<file path="src/rtl/pci_bus_arbiter_if.sv">
// Request/grant and bus-state signals shared by the initiators and pci_bus_arbiter.
// master = initiator/bus side (drives req, frame, irdy); slave = arbiter side.
interface pci_bus_arbiter_if #(
    parameter int N_REQ = 4
);
    localparam int OWN_W = $clog2(N_REQ);

    logic [N_REQ-1:0] req;
    logic             frame;
    logic             irdy;
    logic [N_REQ-1:0] gnt;
    logic [OWN_W-1:0] owner;
    logic [1:0]       bus_state;
    logic             timeout;
    logic             proto_err;

    modport master (
        output req, frame, irdy,
        input  gnt, owner, bus_state, timeout, proto_err
    );

    modport slave (
        input  req, frame, irdy,
        output gnt, owner, bus_state, timeout, proto_err
    );
endinterface

</file>
<file path="src/rtl/pci_bus_arbiter.sv">
// Round-robin bus arbiter with frame/irdy bus-state tracking; optional grant parking (PCI_ARB_PARK_EN).
// Latency: req to registered gnt in 1 cycle; frame/irdy to bus_state in 1 cycle. No backpressure: req is a level held by the initiator.
module pci_bus_arbiter #(
    parameter int N_REQ       = 4,
    parameter int GNT_TIMEOUT = 16
) (
    input  logic               clk,
    input  logic               rst,
    pci_bus_arbiter_if.slave   bus
);
    localparam int OWN_W = $clog2(N_REQ);
    localparam int TMR_W = $clog2(GNT_TIMEOUT + 1);
    localparam logic [1:0]       BUSIDLE  = 2'b01;
    localparam logic [1:0]       BUSBUSY  = 2'b10;
    localparam logic [TMR_W-1:0] TMR_LAST = TMR_W'(GNT_TIMEOUT - 1);
    localparam logic [TMR_W-1:0] TMR_SAT  = TMR_W'(GNT_TIMEOUT);
    localparam logic [OWN_W-1:0] OWN_LAST = OWN_W'(N_REQ - 1);

    typedef enum logic [1:0] {
        ST_IDLE,
        ST_GRANTED,
        ST_BUSY,
        ST_TURN
    } state_t;

    state_t           state_q,     state_d;
    logic [N_REQ-1:0] gnt_q,       gnt_d;
    logic [OWN_W-1:0] owner_q,     owner_d;
    logic [OWN_W-1:0] ptr_q,       ptr_d;
    logic [TMR_W-1:0] timer_q,     timer_d;
    logic [1:0]       bus_state_q, bus_state_d;
    logic             timeout_q,   timeout_d;
    logic             proto_err_q, proto_err_d;

    logic             win_vld;
    logic [OWN_W-1:0] win_idx;
    logic [OWN_W-1:0] ptr_next;

    function automatic logic [N_REQ-1:0] onehot(input logic [OWN_W-1:0] idx);
        logic [N_REQ-1:0] one;
        one    = '0;
        one[0] = 1'b1;
        return one << idx;
    endfunction

    // Descending scan so the smallest offset from the pointer is written last and wins.
    always_comb begin
        win_vld = 1'b0;
        win_idx = '0;
        for (int i = N_REQ - 1; i >= 0; i--) begin
            int idx;
            idx = int'(ptr_q) + i;
            if (idx >= N_REQ) begin
                idx = idx - N_REQ;
            end
            if (bus.req[idx]) begin
                win_vld = 1'b1;
                win_idx = OWN_W'(idx);
            end
        end
    end

    assign ptr_next = (owner_q == OWN_LAST) ? '0 : owner_q + OWN_W'(1);

    always_comb begin
        state_d     = state_q;
        gnt_d       = gnt_q;
        owner_d     = owner_q;
        ptr_d       = ptr_q;
        timer_d     = timer_q;
        timeout_d   = 1'b0;
        proto_err_d = 1'b0;

        case (state_q)
            ST_IDLE: begin
                timer_d = '0;
`ifdef PCI_ARB_PARK_EN
                if (gnt_q != '0 && bus.frame) begin
                    state_d = ST_BUSY;
                end else if (win_vld) begin
                    gnt_d   = onehot(win_idx);
                    owner_d = win_idx;
                    state_d = ST_GRANTED;
                end else if (bus.frame) begin
                    gnt_d       = '0;
                    proto_err_d = 1'b1;
                    state_d     = ST_BUSY;
                end else begin
                    gnt_d = onehot(owner_q);
                end
`else
                gnt_d = '0;
                if (win_vld) begin
                    gnt_d   = onehot(win_idx);
                    owner_d = win_idx;
                    state_d = ST_GRANTED;
                end else if (bus.frame) begin
                    proto_err_d = 1'b1;
                    state_d     = ST_BUSY;
                end
`endif
            end
            ST_GRANTED: begin
                timer_d = (timer_q == TMR_SAT) ? timer_q : timer_q + TMR_W'(1);
                if (bus.frame) begin
                    state_d = ST_BUSY;
                end else if (!bus.req[owner_q]) begin
                    gnt_d   = '0;
                    state_d = ST_IDLE;
                end else if (timer_q == TMR_LAST) begin
                    gnt_d     = '0;
                    timeout_d = 1'b1;
                    ptr_d     = ptr_next;
                    state_d   = ST_IDLE;
                end
            end
            ST_BUSY: begin
                // Grant is held through the final data phase even if req drops.
                if (!bus.frame && !bus.irdy) begin
                    gnt_d = '0;
                    if (gnt_q != '0) begin
                        ptr_d = ptr_next;
                    end
                    state_d = ST_TURN;
                end
            end
            ST_TURN: begin
                gnt_d   = '0;
                state_d = ST_IDLE;
            end
            default: begin
                gnt_d   = '0;
                state_d = ST_IDLE;
            end
        endcase

        bus_state_d = (state_d == ST_BUSY || state_d == ST_TURN) ? BUSBUSY : BUSIDLE;
    end

    always_ff @(posedge clk or posedge rst) begin
        if (rst) begin
            state_q     <= ST_IDLE;
            gnt_q       <= '0;
            owner_q     <= '0;
            ptr_q       <= '0;
            timer_q     <= '0;
            bus_state_q <= BUSIDLE;
            timeout_q   <= 1'b0;
            proto_err_q <= 1'b0;
        end else begin
            state_q     <= state_d;
            gnt_q       <= gnt_d;
            owner_q     <= owner_d;
            ptr_q       <= ptr_d;
            timer_q     <= timer_d;
            bus_state_q <= bus_state_d;
            timeout_q   <= timeout_d;
            proto_err_q <= proto_err_d;
        end
    end

    assign bus.gnt       = gnt_q;
    assign bus.owner     = owner_q;
    assign bus.bus_state = bus_state_q;
    assign bus.timeout   = timeout_q;
    assign bus.proto_err = proto_err_q;
endmodule

</file>
<file path="src/flat_wrapper.sv">
// flat-port wrapper written by rule: the top's interface ports become plain ports
module pci_bus_arbiter_flat 
#(
    parameter int N_REQ       = 4,
    parameter int GNT_TIMEOUT = 16
)
  (clk, rst, bus_req, bus_frame, bus_irdy, bus_gnt, bus_owner, bus_bus_state, bus_timeout, bus_proto_err);
  pci_bus_arbiter_if #(.N_REQ(N_REQ)) bus_i ();
  input  logic clk;
  input  logic rst;
  input wire logic [$bits(bus_i.req)-1:0] bus_req;
  input wire logic [$bits(bus_i.frame)-1:0] bus_frame;
  input wire logic [$bits(bus_i.irdy)-1:0] bus_irdy;
  output wire logic [$bits(bus_i.gnt)-1:0] bus_gnt;
  output wire logic [$bits(bus_i.owner)-1:0] bus_owner;
  output wire logic [$bits(bus_i.bus_state)-1:0] bus_bus_state;
  output wire logic [$bits(bus_i.timeout)-1:0] bus_timeout;
  output wire logic [$bits(bus_i.proto_err)-1:0] bus_proto_err;
  assign bus_i.req = bus_req;
  assign bus_i.frame = bus_frame;
  assign bus_i.irdy = bus_irdy;
  assign bus_gnt = bus_i.gnt;
  assign bus_owner = bus_i.owner;
  assign bus_bus_state = bus_i.bus_state;
  assign bus_timeout = bus_i.timeout;
  assign bus_proto_err = bus_i.proto_err;
  pci_bus_arbiter #(.N_REQ(N_REQ), .GNT_TIMEOUT(GNT_TIMEOUT)) u_core (.clk(clk), .rst(rst), .bus(bus_i));
endmodule
</file>
<file path="config.mk">
export PLATFORM = sky130hd
export DESIGN_NAME = pci_bus_arbiter_flat
export DESIGN_NICKNAME = d
export VERILOG_FILES = /design/src/rtl/pci_bus_arbiter_if.sv /design/src/rtl/pci_bus_arbiter.sv /design/src/flat_wrapper.sv
export SDC_FILE = /design/constraint.sdc
export NUM_CORES = 1
export LEC_CHECK = 0
export CORE_ASPECT_RATIO = 1.5
export CORE_UTILIZATION = 37
export CTS_BUF_LIST = sky130_fd_sc_hd__clkbuf_4
export DETAILED_ROUTE_END_ITERATION = 16
export GPL_TIMING_DRIVEN = 0
export SYNTH_ARGS = -nofsm -noshare
export SYNTH_HDL_FRONTEND = slang
export SYNTH_SLANG_ARGS = --single-unit
</file>
<file path="constraint.sdc">
create_clock -name clk -period 2.1 [get_ports clk]
set_input_delay 0.315 -clock clk [delete_from_list [all_inputs] [get_ports clk]]
set_output_delay 0.315 -clock clk [all_outputs]
set_load 0.1 [all_outputs]
</file>
==> metrics, run 1 <==
# Post-CTS Setup Buffers 0; max cap viols 0; Crit. Startpoint u_core.bus.bus_state[0]$_DFF_PP1_; drt total wl 2.06 mm; Synth Net Count 108; Overflow after GRT 0; Root Buffer clkbuf_4; vias post-DR 793; Post-Route Skew 0.00657 ns; Worst setup endpoint bus_bus_state[0]; vias in the first global route ~810; final period utilization 0.939; clk buf depth 2; final setup vio count 0; wire length per cell approximately 13 um; Fin. Hold Viols 0; WP data required 1.78 ns; share of the synthesized area in the top cell type 0.445; RR Startpoint u_core.timer_q[0]$_DFFE_PP0P_; Reg clk slew, reported paths 0.10 ns; Post-Syn Area per Cell 10.5 um^2; outcome completed; 1st-pass router iterations 4; FILL cells 256; Crit path largest cell delay approximately 0.84 ns; part of the Yosys area used for sequential elements 0.471; Row Count 22; largest net degree at the start of global routing 20; starting density of the core 0.400; Levels on crit path 1; Area Overhead vs Synth 24.2%; f_max 507 MHz; crit-path leading delay family buffers and inverters; WP buf/inv 1; Setup TNS 0 ns; CP max stage cell dlygate4sd2_1; initial antenna violation count 0; Layout Nets 130; hold-fix buffers at CTS 0; crit path DAT 1.66 ns; DIE AREA 0.00295 mm^2; kind of critical path reg2out; Die W 44.7 um; Routed Antenna Nets 0; via-per-instance ratio ~5.2; cell chain of the critical path dlygate4sd2_1; clk sinks 19; met3 routed wirelength 66 um; largest cells by area after synthesis dfrtp_1, ha_1, o21ai_0; Post-Synthesis Cells 96; CTS tree built; Die H 66.1 um; maximum VDD drop 583 uV; DR iter-0 viols 15; Reg2Reg Setup Slack ~0.31 ns; Ports 18; M1 wire length 834 um; gp weighted congestion 0.733; first-pass GRT wire length between 3 and 4 mm; Rel. slew slack 0.352; post-synthesis cell area roughly 0.001 mm^2; peak fanout along the critical path 1; H-tree levels 1; share of cells above drive strength 1 0.162; r2r endpoint u_core.bus.gnt[2]$_DFFE_PP0P_; total global-route track usage 0.169; post-synth top area cell dfrtp_1; Core ar. 0.00253 mm^2; RSZ-0062 raised after global routing false; clk_lat worst skew 0.30 ns; Final min period 1.97 ns; Synth Register Bits 19; fin. max-slew vios 0; Final HPWL DP 1.60 mm; met2 routed WL 1.12 mm; PD cells 1550 mW/mm^2; # diodes 0; # DRC 0; R2R depth 6; Buffers on Ports 17; Layout Cells excl Fill 153; synth warn 0; P_leak ~0.64 nW; Slew @ Worst Pin between 0.9 and 1 ns; crit end category output pin; placed cell count about 150; worst hold path class in2async; Netlist cell types 37; Worst Setup Start Kind flip-flop; uppermost layer routed met4; CTS Buf Count 3
## routing by layer
layer,track usage,vias up
met5,0,-
met4,0.0682,0
met3,0.0437,5
met2,0.307,12
met1,0.179,381
li1,-,395
## cells in the mapped netlist
cell type  count
dfrtp_1       18
o21ai_0        9
nand2_1        8
inv_1          6
nor2_1         5
a21oi_1        4
a32o_2         4
ha_1           4
nand2b_1       3
a21o_1         2
and3_1         2
mux2_1         2
mux2i_1        2
nor2b_1        2
nor3_1         2
o21a_1         2
a21boi_2       1
a22oi_1        1
buf_2          1
clkbuf_1       1
dfstp_2        1
mux4_2         1
nand2_2        1
nand3_1        1
nand4b_2       1
nor4_1         1
nor4bb_1       1
o21ai_2        1
o221a_2        1
o221ai_1       1
o22a_1         1
o22ai_1        1
o41ai_1        1
or2_2          1
or2b_2         1
or3b_1         1
xor2_1         1
## worst min path at each step
stage | slack [ns] | from | end | depth (start not counted)
after global routing | 0.51 | rst | u_core.bus.gnt[3]$_DFFE_PP0P_ | 2
after global placement | 0.50 | u_core.timer_q[3]$_DFFE_PP0P_ | u_core.timer_q[3]$_DFFE_PP0P_ | 1
after floorplan | 0.27 | rst | u_core.bus.bus_state[1]$_DFF_PP0_ | 1
after CTS | 0.46 | rst | u_core.bus.owner[1]$_DFFE_PP0P_ | 2
final | 0.42 | rst | u_core.bus.proto_err$_DFF_PP0_ | 2
after detailed placement | 0.50 | u_core.timer_q[3]$_DFFE_PP0P_ | u_core.timer_q[3]$_DFFE_PP0P_ | 1
## through the flow
stage / util / hold slack (ns) / area [um^2] / power (mW) / worst slack [ns]
global placement: 0.485 / 0.500 / 1230 / 1.80 / 0.0201
detailed placement: 0.485 / 0.498 / 1230 / 1.82 / 0.0318
global route: 0.497 / 0.508 / 1260 / 2.09 / 0.0714
floorplan: - / 0.265 / 1010 / 1.54 / 0.0677
CTS: 0.494 / 0.462 / 1250 / 1.98 / 0.0110
finish: 0.497 / 0.424 / 1260 / 1.95 / 0.129
## state kept, by name, summed over array words and instances (netlist names)
signal / flops
u_core.bus.proto_err: 1
u_core.timer_q: 5
u_core.bus.owner: 2
u_core.bus.gnt: 4
u_core.ptr_q: 2
u_core.bus.timeout: 1
u_core.state_q: 2
u_core.bus.bus_state: 2
## power by group
| group | internal, mW | leakage (nW) | switching (mW) |
|---|---|---|---|
| sequential | 0.500 | 0.245 | 0.115 |
| clock | 0.0870 | 0.0184 | 0.107 |
| combinational | 0.334 | 0.380 | 0.811 |
| total | 0.921 | 0.643 | 1.03 |
## kinds of logic (layout without fill, tap and decap cells)
logic type | count (synthesis) | count (layout) | synth area share
AND/OR/NAND/NOR | 30 | 30 | 0.167
AO/OA/AOI/OAI | 29 | 29 | 0.209
flip-flops | 19 | 19 | 0.471
buffers and inverters | 8 | 29 | 0.0309
multiplexers | 5 | 5 | 0.0643
adder cells (fa/ha/maj) | 4 | 4 | 0.0494
XOR/XNOR | 1 | 1 | 0.00865
## area by class of cell
class                           instances  area (um^2)  area share
Timing Repair Buffer                   17          169       0.134
Multi-Input combinational cell         69          504       0.401
Buffer                                  2         8.76     0.00697
Sequential cell                        19          478       0.380
Clock buffer                            4         30.0      0.0239
Inverter                                6         22.5      0.0179
Tap cell                               36         45.0      0.0358
## timing repair
item | CTS | global route
gates resized for setup | 7 | 3
cloned | 0 | 0
setup endpoints to repair | 7 | 3
## cells in the final DEF (no fill, tap or decap), types with 4 or more instances in the layout
master           count
clkdlybuf4s50_1      7
nor2_1               5
dfrtp_1             17
nand2_1              8
inv_1                6
dlygate4sd2_1        7
a21oi_1              4
a32o_2               4
o21ai_0              9
ha_1                 4
clkbuf_4             4
## worst reg2reg max path: cells and delay by family, from the launching register on
kind	cells	cell delay, ns
fa+ha+maj	2	0.47
compound gates	1	0.12
simple gates	3	0.74
flops	1	0.41
Note: power is estimated with default switching activity, not from simulation.
==> run 2: changes to the inputs <==
CAP_MARGIN = 20   (was unset)
==> results of run 2 <==
Same layout as run 1: the final DEF is identical, and so are final timing and power.
